`config.mk`:
```
export PLATFORM = sky130hd
export DESIGN_NAME = prog_encoder_flat
export DESIGN_NICKNAME = d
export VERILOG_FILES = /design/src/rtl/prog_encoder_if.sv /design/src/rtl/prog_encoder.sv /design/src/flat_wrapper.sv
export SDC_FILE = /design/constraint.sdc
export NUM_CORES = 1
export LEC_CHECK = 0
export BUFFER_PORTS_ARGS = -buffer_cell sky130_fd_sc_hd__buf_2
export CAP_MARGIN = 20
export CORE_MARGIN = 2
export CORE_UTILIZATION = 42
export DETAILED_ROUTE_END_ITERATION = 12
export PLACE_DENSITY = 0.86
export REMOVE_ABC_BUFFERS = 1
export SETUP_SLACK_MARGIN = 0.2
export SLEW_MARGIN = 40
export SYNTH_ARGS = -nofsm -noshare
export SYNTH_HDL_FRONTEND = slang
export SYNTH_SLANG_ARGS = --single-unit
export TNS_END_PERCENT = 30
```
`constraint.sdc`:
```
create_clock -name clk -period 2.14 [get_ports clk]
set_input_delay 0.214 -clock clk [delete_from_list [all_inputs] [get_ports clk]]
set_output_delay 0.214 -clock clk [all_outputs]
set_load 0.01 [all_outputs]
```
`src/rtl/prog_encoder_if.sv`:
```
// prog_encoder_if: field-bundle handshake from the host plus the IMEM write port.
interface prog_encoder_if #(parameter int ADDR_W = 10);
    logic              in_valid, in_ready, in_last, imm_en;
    logic [4:0]        op;
    logic [3:0]        rd, rs1, rs2;
    logic [17:0]       imm;
    logic [26:0]       offset;
    logic              imem_we;
    logic [ADDR_W-1:0] imem_addr;
    logic [31:0]       imem_wdata;
    modport master (output in_valid, in_last, imm_en, op, rd, rs1, rs2, imm, offset,
                    input in_ready, imem_we, imem_addr, imem_wdata);
    modport slave  (input in_valid, in_last, imm_en, op, rd, rs1, rs2, imm, offset,
                    output in_ready, imem_we, imem_addr, imem_wdata);
endinterface

```
`src/rtl/prog_encoder.sv`:
```
// prog_encoder: packs SimpleRISC instruction fields into 32-bit words and writes them sequentially into IMEM.
module prog_encoder #(
    parameter int ADDR_W = 10,
    parameter int DEPTH  = 1024
) (
    input  logic              clk,
    input  logic              rst,
    input  logic              start,
    input  logic [ADDR_W-1:0] base_addr,
    prog_encoder_if.slave     bus,
    output logic              busy,
    output logic              prog_done,
    output logic              err_illegal,
    output logic              full,
    output logic [ADDR_W:0]   word_count
);
    typedef enum logic [1:0] {IDLE, ACCEPT, WRITE, DONE} state_t;
    state_t            state_q, state_d;
    logic [ADDR_W-1:0] ptr_q, ptr_d;
    logic [ADDR_W:0]   cnt_q, cnt_d;
    logic              err_q, err_d, last_q, last_d;
    logic [31:0]       word_q, word_d, enc;
    logic              rfmt, ldst, brn, rt, legal, ie, arm, acc;

    always_comb begin
        rfmt  = bus.op <= 5'd12;
        ldst  = bus.op[4:1] == 4'b0111;
        brn   = bus.op[4:2] == 3'b100;
        rt    = bus.op[4:1] == 4'b1010;
        legal = rfmt | ldst | brn | rt;
        ie    = bus.imm_en | ldst;
        enc   = brn ? {bus.op, bus.offset} :
                rt  ? {bus.op, 27'd0} :
                      {bus.op, ie, bus.rd, bus.rs1, ie ? bus.imm : {bus.rs2, 14'd0}};
    end

    always_ff @(posedge clk or posedge rst) begin
        if (rst) begin
            state_q <= IDLE;
            ptr_q   <= '0;
            cnt_q   <= '0;
            err_q   <= 1'b0;
            last_q  <= 1'b0;
            word_q  <= '0;
        end else begin
            state_q <= state_d;
            ptr_q   <= ptr_d;
            cnt_q   <= cnt_d;
            err_q   <= err_d;
            last_q  <= last_d;
            word_q  <= word_d;
        end
    end

    // start is honoured only outside a session; an illegal op is consumed without a write
    always_comb begin
        state_d = state_q;
        ptr_d   = ptr_q;
        cnt_d   = cnt_q;
        err_d   = err_q;
        last_d  = last_q;
        word_d  = word_q;
        arm     = start && (state_q == IDLE || state_q == DONE);
        acc     = state_q == ACCEPT && bus.in_valid && bus.in_ready;
        if (arm) begin
            state_d = ACCEPT;
            ptr_d   = base_addr;
            cnt_d   = '0;
            err_d   = 1'b0;
        end else if (acc && legal) begin
            state_d = WRITE;
            word_d  = enc;
            last_d  = bus.in_last;
        end else if (acc) begin
            err_d   = 1'b1;
            state_d = bus.in_last ? DONE : ACCEPT;
        end else if (state_q == WRITE) begin
            ptr_d   = ptr_q + 1'b1;
            cnt_d   = cnt_q + 1'b1;
            state_d = (last_q || cnt_d == (ADDR_W+1)'(DEPTH)) ? DONE : ACCEPT;
        end
    end

    always_comb begin
        busy           = state_q == ACCEPT || state_q == WRITE;
        prog_done      = state_q == DONE;
        err_illegal    = err_q;
        full           = cnt_q == (ADDR_W+1)'(DEPTH);
        word_count     = cnt_q;
        bus.in_ready   = state_q == ACCEPT && !full;
        bus.imem_we    = state_q == WRITE;
        bus.imem_addr  = ptr_q;
        bus.imem_wdata = word_q;
    end
endmodule

```
`src/flat_wrapper.sv`:
```
// flat-port wrapper written by rule: the top's interface ports become plain ports
module prog_encoder_flat 
#(
    parameter int ADDR_W = 10,
    parameter int DEPTH  = 1024
)
  (clk, rst, start, base_addr, busy, prog_done, err_illegal, full, word_count, bus_in_valid, bus_in_last, bus_imm_en, bus_op, bus_rd, bus_rs1, bus_rs2, bus_imm, bus_offset, bus_in_ready, bus_imem_we, bus_imem_addr, bus_imem_wdata);
  prog_encoder_if #(.ADDR_W(ADDR_W)) bus_i ();
  input  logic clk;
  input  logic rst;
  input  logic start;
  input  logic [ADDR_W-1:0] base_addr;
  output logic busy;
  output logic prog_done;
  output logic err_illegal;
  output logic full;
  output logic [ADDR_W:0] word_count;
  input wire logic [$bits(bus_i.in_valid)-1:0] bus_in_valid;
  input wire logic [$bits(bus_i.in_last)-1:0] bus_in_last;
  input wire logic [$bits(bus_i.imm_en)-1:0] bus_imm_en;
  input wire logic [$bits(bus_i.op)-1:0] bus_op;
  input wire logic [$bits(bus_i.rd)-1:0] bus_rd;
  input wire logic [$bits(bus_i.rs1)-1:0] bus_rs1;
  input wire logic [$bits(bus_i.rs2)-1:0] bus_rs2;
  input wire logic [$bits(bus_i.imm)-1:0] bus_imm;
  input wire logic [$bits(bus_i.offset)-1:0] bus_offset;
  output wire logic [$bits(bus_i.in_ready)-1:0] bus_in_ready;
  output wire logic [$bits(bus_i.imem_we)-1:0] bus_imem_we;
  output wire logic [$bits(bus_i.imem_addr)-1:0] bus_imem_addr;
  output wire logic [$bits(bus_i.imem_wdata)-1:0] bus_imem_wdata;
  assign bus_i.in_valid = bus_in_valid;
  assign bus_i.in_last = bus_in_last;
  assign bus_i.imm_en = bus_imm_en;
  assign bus_i.op = bus_op;
  assign bus_i.rd = bus_rd;
  assign bus_i.rs1 = bus_rs1;
  assign bus_i.rs2 = bus_rs2;
  assign bus_i.imm = bus_imm;
  assign bus_i.offset = bus_offset;
  assign bus_in_ready = bus_i.in_ready;
  assign bus_imem_we = bus_i.imem_we;
  assign bus_imem_addr = bus_i.imem_addr;
  assign bus_imem_wdata = bus_i.imem_wdata;
  prog_encoder #(.ADDR_W(ADDR_W), .DEPTH(DEPTH)) u_core (.clk(clk), .rst(rst), .start(start), .base_addr(base_addr), .bus(bus_i), .busy(busy), .prog_done(prog_done), .err_illegal(err_illegal), .full(full), .word_count(word_count));
endmodule
```
# Yosys cells after proc, flatten, opt, wreduce, memory -nomap -nowiden
# Index checks and enable logic that the tools add are counted.
# Widths: inputs -> output; s select.
totals:
  input_bits: 78
  regBits: 57
  word_cells: 60
classes:
  n_eq_ne: 10
  mux: 20
  reduce_logical: 16
  magnitude_cmp: 1
  addsub: 2
  bitwise: 5
ops:
  columns: ["operator", "count"]
  rows:
  - ["$mux 27", 2]
  - ["$mux 11", 4]
  - ["$mux 10", 4]
  - ["$eq 11x11->1 const B", 2]
  - ["$mux 18", 1]
  - ["$mux 2", 6]
  - ["$add 11x1->11 const B", 1]
  - ["$add 10x1->10 const B", 1]
  - ["$le 5x4->1 const B", 1]
  - ["$logic_and 1x1->1", 5]
  - ["$eq 2x2->1 const B", 2]
  - ["$eq 4x3->1 const B", 1]
  - ["$eq 4x4->1 const B", 1]
  - ["$ne 2x1->1 const B", 2]
  - ["$or 1x1->1", 4]
  - ["$reduce_and 2->1", 2]
  - ["$reduce_bool 2->1", 2]
  - ["$reduce_bool 4->1", 1]
  - ["$eq 3x3->1 const B", 1]
  - ["$logic_or 1x1->1", 3]
  - ["$mux 1", 3]
  - ["$reduce_and 3->1", 1]
  - ["$eq 2x1->1 const B", 1]
  - ["$logic_not 2->1", 1]
  - ["other kinds (2)", 2]

# Longest topological paths before layout
# Gate-level depths: netlist of run 1.
depth:
  depth_word: 8
  depth_mapped: 8
  depth_no_buf: 7

# Worst setup path before layout of run 1
# OpenSTA, ideal clock, no wires.
synth_path:
  path_kind: "register to register"
  startpoint: "register u_core.cnt_q[0] (netlist: u_core.word_count[0])"
  endpoint: "register u_core.word_q[27] (netlist: u_core.bus.imem_wdata[27])"
  t_arrival_ns: 1.954
  synth_period_minus_slack_ns: 2.079
  path_stages_with_launch: 8
  n_path_buf: 1
  path_slack_ns: 0.061
  t_required_ns: 2.015
  setup_time_ns: 0.125
  path_cell_list: "dfrtp_1 -> inv_1 -> ha_1 -> and3b_1 -> a31o_2 -> nor3b_4 -> buf_2 -> mux2_2"
synth_via:
  elab_chain_cells: 6
synth_lines:
  columns: ["item", "line_no", "text"]
  rows:
  - ["start, declared", "prog_encoder.sv:20", "logic [ADDR_W:0] cnt_q, cnt_d;"]
  - ["start signal, assigned", "prog_encoder.sv:48", "cnt_q <= cnt_d;"]
  - ["$eq 11x11->1", "prog_encoder.sv:88", "full = cnt_q == (ADDR_W+1)'(DEPTH);"]
  - ["$logic_not 1->1", "prog_encoder.sv:90", "bus.in_ready = state_q == ACCEPT && !full;"]
  - ["$logic_and 1x1->1", "prog_encoder.sv:90", null]
  - ["$logic_and 1x1->1", "prog_encoder.sv:64", "acc = state_q == ACCEPT && bus.in_valid && bus.in_ready;"]
  - ["$logic_and 1x1->1", "prog_encoder.sv:70", "end else if (acc && legal) begin"]
  - ["$reduce_and 2->1 (no line)", null, null]
  - ["end signal, assigned", "prog_encoder.sv:51", "word_q <= word_d;"]
  - ["end, declared", "prog_encoder.sv:22", "logic [31:0] word_q, word_d, enc;"]
# No other way between the ends.
# A chain may end at the register's enable or synchronous reset.

# Final worst setup path of run 1
layout_path:
  startpoint: "register u_core.cnt_q[8] (netlist: u_core.word_count[8])"
  endpoint: "register u_core.cnt_q[8] (netlist: u_core.word_count[8])"
layout_via:
  elab_chain_cells: 7
  elab_cells_between_ends: 13
layout_lines:
  columns: ["item"]
  rows:
  - ["parallel branches: the longest is 7 deep, another holds $add 11x1->11"]
# Several ways; the timed one is not identified. The select of a mux whose other input is x is not followed.

==> metrics.txt, run 1 <==
global-route wire length before repair 12800 um; Seq/Total Area, Yosys 0.482; num rows 30; main flop type after synthesis dfrtp_1; Final Cycle Share 0.908; DR WL/cell 14.8 um; CTS Root Cell clkbuf_8; Synth area leaders dfrtp_1 48%, a22oi_1 6.6%, nor2_1 6.5%, a21oi_1 6.1%, xor2_1 4.7%; Async SR Flop Fraction 1.00; status finished, final reports clean; top-count cell post-synth dfrtp_1; core footprint 0.00679 mm2; Post-Syn Area per Cell 9.74 um2; cell count after synthesis 304; WL final 8250 um; Yosys reg bits 57; f_max 515 MHz; area growth from synthesis to layout 44.2%; crit-path max FO 10; initial core utilization 0.436; Hold Path Class input pin to register; clock slew at reported path FFs 60 ps; gpl congestion 0.893; CTS sink cnt 57; Yosys top cell area share 0.482; largest net degree at the start of global routing 31; register area 0.00143 mm2; WS Path Type register to register; clock period minus worst slack 1940 ps; worst vdd ir 531 uV; Netlist cell types 42; CTS Buffer Depth 2; startpoint type of the worst setup path register; top cells by count, synth 57 x dfrtp_1, 51 x nor2_1, 36 x a21oi_1; Slew Limit Fails 0; hpwl dp 5780 um; Die Span X 88.0 um; CP Capture Type register; synth warn 0; Initial DRC Count 113; clock skew 6.42 ps; DR pass1 iterations 4; initial antenna violation count 0; Final WS setup 197 ps; diode count 0; Leakage 2.07 nW; largest area contributor in the netlist dfrtp_1; port bufs 136; Final nets 542; multi-input logic area 0.00149 mm2; CP arrival 2150 ps; WP data required 2350 ps; share of layout cells above drive strength 1 0.457; drt via density 5.24; worst-skew pair later-pin latency 330 ps; total of max-cap violations 0; CTS Buf Count 9; GRT overflow 0; Hold Vio Cnt, Final 0; vias 2925; vias in the first global route 2757; Pwr Density 1190 mW/mm2; Detail Route Antenna Nets 0; pre-CTS WS 93.5 ps; Worst Max-Slew Pin Slew 706 ps; area of the die 0.00774 mm2; DRC 0; Die Ht 88.0 um; unrepaired setup endpoints after global routing true; fillcell total 557; top-level port count 137; CTS tree built; gr usage total 0.213; CTS HTree Levels 3; Post-synth EDFFs 0; Slew headroom 0.529; Power, Total 0.00508 W; Synth Cell Area 0.00296 mm2; # setup viols final 0
## cell usage in the layout (no fill, tap or decap), drive strengths merged, types with 2 or more instances in the layout
master	instances
buf	159
dfrtp	57
nor2	51
a21oi	36
a22oi	26
xor2	16
clkbuf	14
nand2	12
mux2	11
nand3	10
inv	9
and3	8
nand4	7
ha	6
and2	4
xnor2	4
o21ai	4
nor3	3
nand4b	2
mux2i	2
bufinv	2
and4	2
## report_power, final
group,internal (W),switching [W],total [W],leakage [nW]
logic,0.00102,0.00112,0.00214,1.29
registers,0.00153,0.000310,0.00184,0.676
clock network,0.000680,0.000413,0.00109,0.106
## cells by family after synthesis
| group | count (synthesis) | share of synthesized area |
|---|---|---|
| AND/OR/NAND/NOR | 105 | 0.176 |
| flip-flops | 57 | 0.482 |
| AO/OA/AOI/OAI | 75 | 0.166 |
| adder cells (fa/ha/maj) | 6 | 0.0254 |
| buffers and inverters | 28 | 0.0427 |
| XOR/XNOR | 20 | 0.0592 |
| multiplexers | 13 | 0.0486 |
## repair_timing
action	in CTS	in global routing
hold buffers	1	0
endpoints found under the hold margin	22	0
resized for setup	0	21
cloned	1	2
setup buffers	4	2
pin swaps	2	10
setup endpoints to repair	22	51
## through the flow
stage | instance area, um2 | setup TNS (ps) | hold WS [ps] | utilization | std cells
finish | 4270 | 0 | 97.8 | 0.628 | 558
global route | 4270 | 0 | 114 | 0.628 | 558
CTS | 4110 | 0 | 71.6 | 0.606 | 554
detailed placement | 3830 | 0 | 270 | 0.564 | 533
global placement | 3830 | 0 | 271 | 0.564 | 533
floorplan | 2870 | -19470 | 331 | - | 285
## area by class of cell
cell class	count	area share
clock buffer	12	0.0340
clock inverter	3	0.0152
inverter	9	0.00792
multi-input combinational	219	0.349
sequential	57	0.335
tap	96	0.0281
timing repair buffer	162	0.230
## flip-flops by register name (all words and copies together), names as in the netlist
signal / cells
u_core.word_count: 11
u_core.state_q: 2
u_core.last_q: 1
u_core.bus.imem_wdata: 32
u_core.err_illegal: 1
u_core.bus.imem_addr: 10
## layer usage
metal  vias to the layer above  global-route usage  part of all wire
li1                       1383                   -                 -
met3                        14              0.0415             0.068
met1                      1398               0.263              0.41
met2                       130               0.368              0.51
met5                         -                   0                 0
met4                         0              0.0825             0.017
## critical path, cell delays in order (launching register included)
cell and delay (ps):
dfrtp_1 380, or4_4 570, o31ai_4 190, buf_6 160, clkbuf_16 160, nand3_1 110
xor2_1 180, nor2_1 60
## worst paths after layout
kind | from | endpoint | slack [ps] | cells after the start
setup / recovery | u_core.word_count[8] | u_core.word_count[8] | 200 | 7
hold / removal | base_addr[2] | u_core.bus.imem_addr[2] | 100 | 3
setup reg to reg | u_core.word_count[8] | u_core.word_count[8] | 200 | 7
hold reg to reg | u_core.bus.imem_wdata[27] | u_core.bus.imem_wdata[27] | 510 | 1
max in group asynchronous | rst | u_core.bus.imem_wdata[6] | 1010 | 4
min in group asynchronous | rst | u_core.err_illegal | 480 | 3
(Power assumes the default switching activity.)
==> inputs of run 2 (changes only) <==
- CORE_UTILIZATION: 42 -> 47
- CTS_CLUSTER_DIAMETER: unset -> 50
- PLACE_DENSITY: 0.86 -> 0.9
- clock period: 2.14 -> 1.9 ns (I/O delays scaled with it)
==> run 2 against run 1 <==
  * The flow now finishes with violations (setup timing)
  * Sequential power grew 16%
  * Clock skew grew 8.8 ps
  * Setup slack lost 340 ps
  * Worst hold slack lost 26 ps
  * Via count grew 5.6%
  * Critical path type unchanged
  * Highest routed layer unchanged
==> metrics.txt, run 2 (synthesized netlist as in run 1, its figures left out) <==
status finished with violations; failing checks setup timing; CTS Buf Count 9 (unchanged); Worst R2R Start u_core.word_count[3]; port bufs 136 (unchanged); worst-skew pair later-pin latency 340 ps (about the same); crit-path max FO 7 (-3); GRT overflow 0 (unchanged); Slew Limit Fails 0 (unchanged); HP Start base_addr[4]; Final Cycle Share 1.08 (+0.169); clock period minus worst slack 2050 ps (+104 ps); Hold Path Class input pin to register; area growth from synthesis to layout 58.7%; WL final 9470 um (+15%); fin cells 558 (unchanged); vias 3089 (+5.6%); f_max 489 MHz (-5.1%); largest net degree at the start of global routing 31 (unchanged); DR WL/cell 17.0 um (+15%); Worst Max-Slew Pin Slew 644 ps (-61.9 ps); final hold slack 72.3 ps (-25.6 ps); vias in the first global route 3079 (+12%); DR pass1 iterations 5 (+1); num rows 28 (-6.7%); top-level port count 137 (unchanged); share of layout cells above drive strength 1 0.547 (+0.0899); # setup viols final 47 (+47); area of the die 0.00695 mm2 (-10%); WS Path Type register to register; hpwl dp 5840 um (+0.97%); gpl congestion 0.936 (+4.9%); core footprint 0.00599 mm2 (-12%); Pwr Density 1350 mW/mm2 (+13%); CP Capture Type register; Detail Route Antenna Nets 0 (unchanged); Final WS setup -147 ps (-344 ps); dpl cells 518 (-2.8%); CTS Buffer Depth 2 (unchanged); unrepaired setup endpoints after global routing true; number of flip-flops under the largest register name 32 (unchanged); CP Launch Point u_core.word_count[3]; Slew headroom 0.570 (+0.0413); Die Span X 83.4 um (-5.2%); DRC 0 (unchanged); drt via density 5.54 (+5.6%); CP arrival 2300 ps (+150 ps); CTS HTree Levels 3 (unchanged); initial core utilization 0.494 (+0.0584); initial antenna violation count 0 (unchanged); CTS sink cnt 57 (unchanged); diode count 0 (unchanged); CTS Root Cell clkbuf_8; total of max-cap violations 0 (unchanged); Final nets 562 (+3.7%); Die Ht 83.4 um (-5.2%); most common cell after layout, fill and taps aside buf_2; WP data required 2150 ps (-200 ps); worst vdd ir 963 uV (+81%); Leakage 2.25 nW (+8.4%); Hold Vio Cnt, Final 0 (unchanged); Initial DRC Count 156 (+38%); clock skew 15.3 ps (+8.84 ps); most frequent cells in the layout 136 x buf_2, 57 x dfrtp_1, 34 x nor2_1, 26 x a22oi_1, 26 x buf_4; gr usage total 0.263 (+0.0500); CTS tree built; startpoint type of the worst setup path register; global-route wire length before repair 14700 um (+15%); clock slew at reported path FFs 60 ps (about the same)
-- run 2: changes by cell type in the layout (fill, tap and decap cells not counted), sizes merged --
cell      delta
clkinvlp     +2
bufinv       -1
clkbuf       -3
buf         +21
clkinv       +1
inv          +1
-- run 2: report_power, final --
part           leakage, nW  switching [W]  internal, W  total (W)
logic                 1.47        0.00150      0.00156    0.00305
registers            0.681       0.000416      0.00172    0.00214
clock network       0.0929       0.000524     0.000610    0.00113
-- run 2: what timing repair did --
item | 4_1_cts | 5_1_grt
hold buffers | 1 | 0
hold endpoints to repair | 27 | 0
buffers inserted | 13 | 3
gates cloned | 6 | 1
pin swaps | 23 | 20
setup endpoints to repair | 58 | 58
gates resized for setup | 44 | 37
-- run 2: metrics by stage --
stage | total power (W) | worst slack (ps) | util | setup TNS, ps | cell area, um2
final | 0.00633 | -147 | 0.784 | -2980 | 4700
after global routing | 0.00672 | -222 | 0.784 | -6340 | 4700
after CTS | 0.00603 | -114 | 0.752 | -1310 | 4510
after detailed placement | 0.00432 | -54.0 | 0.645 | -422 | 3860
after global placement | 0.00424 | 20.2 | 0.644 | 0 | 3860
after floorplan | 0.00332 | -1010 | - | -32060 | 2870
-- run 2: final cells by class --
class	instances	area, um2
clock inverter	6	67.6
multi-input combinational	219	1670
tap	75	93.8
inverter	9	33.8
sequential	57	1430
fill	370	1290
clock buffer	10	128
timing repair buffer	182	1280
-- run 2: path summary, 6_finish.rpt --
check,endpoint,slack [ps],depth (start not counted)
min reg2reg,u_core.err_illegal,510,2
max reg2reg,u_core.bus.imem_addr[9],-150,7
max,u_core.bus.imem_addr[9],-150,7
max in group asynchronous,u_core.bus.imem_wdata[13],830,4
min in group asynchronous,u_core.err_illegal,480,3
min,u_core.bus.imem_addr[4],70,3
-- run 2: layer usage --
layer,up-vias,global-route usage,part of all wire
li1,1429,-,-
met1,1478,0.306,0.38
met3,16,0.0885,0.086
met2,166,0.455,0.51
met5,-,0,0
met4,0,0.0864,0.017
-- run 2: worst max-delay path, stage by stage, from the launching register on --
cell and delay [ps]:
dfrtp_1 380, or4_4 570, o31ai_4 350, buf_6 170, buf_16 110, nand4_1 110
xor2_1 160, o21ai_1 130
==> inputs of run 3 (changes only) <==
- PLACE_DENSITY: 0.9 -> 0.76
==> run 3 against run 2 <==
  * The flow still finishes with violations (setup timing)
  * Die area unchanged
  * Clock power grew 5%
  * Combinational power shrank 3%
  * Critical endpoint is now u_core.bus.imem_addr[5]
  * Sequential power about the same
==> metrics.txt, run 3 (synthesized netlist as in run 1, its figures left out) <==
met3 Use GR 0.0716 (-0.0169); CP Capture Type register; CP arrival 2210 ps (-90 ps); clock skew 3.45 ps (-11.8 ps); Leakage 2.25 nW (+0.35%); Die Span X 83.4 um (unchanged); unrepaired setup endpoints after global routing true; Pwr Density 1350 mW/mm2 (+0.33%); Final nets 562 (unchanged); clock slew at reported path FFs 60 ps (about the same); Detail Route Antenna Nets 0 (unchanged); CTS Root Cell clkbuf_8; gpl congestion 0.901 (-3.8%); initial antenna violation count 0 (unchanged); DR pass1 iterations 4 (-1); Hold Vio Cnt, Final 0 (unchanged); # setup viols final 48 (+2.1%); most frequent cells in the layout 136 x buf_2, 57 x dfrtp_1, 34 x nor2_1, 29 x buf_4, 26 x a22oi_1; met1 Usage GRT 0.314 (+0.00786); core footprint 0.00599 mm2 (unchanged); worst-path cell chain or4_4 -> o31ai_4 -> buf_6 -> buf_12 -> and3_4 -> xnor2_2 -> a21oi_1; GR peak layer met2; Slew headroom 0.645 (+0.0752); area of placed instances 0.00385 mm2 (-0.19%); total of max-cap violations 0 (unchanged); area growth from synthesis to layout 57.4%; fillcell total 383 (+3.5%); startpoint type of the worst setup path register; share of layout cells above drive strength 1 0.536 (-0.0104); failing checks setup timing; CTS sink cnt 57 (unchanged); CTS Buf Count 9 (unchanged); CTS tree built; Reg2Reg Setup Slack -100 ps (+40 ps); clock period minus worst slack 2000 ps (-42.6 ps); pre-CTS WS -93.6 ps (-39.6 ps); drt via density 5.39 (-2.7%); port bufs 136 (unchanged); area of the die 0.00695 mm2 (unchanged); GR Util met2 0.441 (-0.0132); Hold Path Class input pin to register; worst-skew pair later-pin latency 340 ps (about the same); worst vdd ir 1010 uV (+4.4%); f_max 499 MHz (+2.1%); top-level port count 137 (unchanged); GRT overflow 0 (unchanged); vias in the first global route 2972 (-3.5%); hpwl dp 5960 um (+2.2%); most common cell after layout, fill and taps aside buf_2; diode count 0 (unchanged); DR WL/cell 16.0 um (-5.7%); number of flip-flops under the largest register name 32 (unchanged); Slew Limit Fails 0 (unchanged); CTS Buffer Depth 2 (unchanged); WS Path Type register to register; Die Ht 83.4 um (unchanged); initial core utilization 0.494 (unchanged); cell at the slowest stage of the critical path or4_4; crit-path max FO 10 (+3); vias 3005 (-2.7%); Final Util 0.778 (-0.00627); Crit path max-delay family simple AND/OR/NAND/NOR gates; Final Cycle Share 1.05 (-0.0224); CTS HTree Levels 3 (unchanged); DRC 0 (unchanged); finished layout cell area 0.00466 mm2 (-0.80%); largest net degree at the start of global routing 27 (-13%); Max stage delay on crit path 560 ps (about the same); WL final 8930 um (-5.7%); WP data required 2100 ps (-50 ps); global-route wire length before repair 14300 um (-2.6%); Buf+Inv Stages, Crit Path 2 (unchanged); Initial DRC Count 156 (unchanged); status finished with violations; gr usage total 0.257 (-0.00549); Worst Max-Slew Pin Slew 525 ps (-119 ps); Final WS setup -104 ps (+42.6 ps); num rows 28 (unchanged)
-- run 3: cell count changes in the layout (fill, tap and decap cells not counted), sizes merged --
cell / delta
clkinv: -1
clkinvlp: -2
buf: -1
clkbuf: +5
inv: -1
-- run 3: per-layer routing --
layer | share of wire | wire length, um
met2 | 0.51 | 4590
met1 | 0.40 | 3550
met3 | 0.076 | 680
met4 | 0.012 | 108
met5 | 0 | 0
-- run 3: final cells by class --
class	count	area, um2	area share
clock buffers	14	173	0.0371
clock inverters	2	35.0	0.00752
inverters	9	33.8	0.00725
multi-input cells	219	1640	0.352
flip-flops and latches	57	1430	0.306
well taps	75	93.8	0.0201
repair buffers	182	1260	0.270
-- run 3: path summary, 6_finish.rpt --
kind / startpoint / endpoint / depth (start not counted)
min reg2reg: u_core.bus.imem_wdata[27] / u_core.bus.imem_wdata[27] / 1
max reg2reg: u_core.word_count[9] / u_core.bus.imem_addr[5] / 7
max in group asynchronous: rst / u_core.bus.imem_wdata[17] / 4
min: base_addr[9] / u_core.bus.imem_addr[9] / 3
min in group asynchronous: rst / u_core.bus.imem_addr[6] / 3
max: u_core.word_count[9] / u_core.bus.imem_addr[5] / 7
-- run 3: power breakdown --
group	switching [W]	internal, W
clock network	0.000476	0.000712
logic	0.00145	0.00152
registers	0.000408	0.00173
-- run 3: worst reg2reg max path, stage by stage (launching register included) --
cell	delay [ps]
dfrtp_1	380
or4_4	560
o31ai_4	310
buf_6	140
buf_12	110
and3_4	190
xnor2_2	110
a21oi_1	80
-- run 3: metrics by stage --
step / TNS, ps / cells / hold slack, ps / power (W)
floorplan: -32060 / 285 / 307 / 0.00332
global placement: 0 / 519 / 227 / 0.00426
detailed placement: -745 / 519 / 238 / 0.00435
CTS: -671 / 549 / 54.0 / 0.00599
global route: -7550 / 558 / 72.3 / 0.00668
finish: -2790 / 558 / 70.5 / 0.00630
-- run 3: timing repair --
action                                  CTS  global route
hold buffers                              1             0
pin swaps                                22            16
buffers inserted                          8             7
resized for setup                        32            37
endpoints found under the hold margin    20             0
cloned                                    5             2
endpoints found under the setup margin   57            58
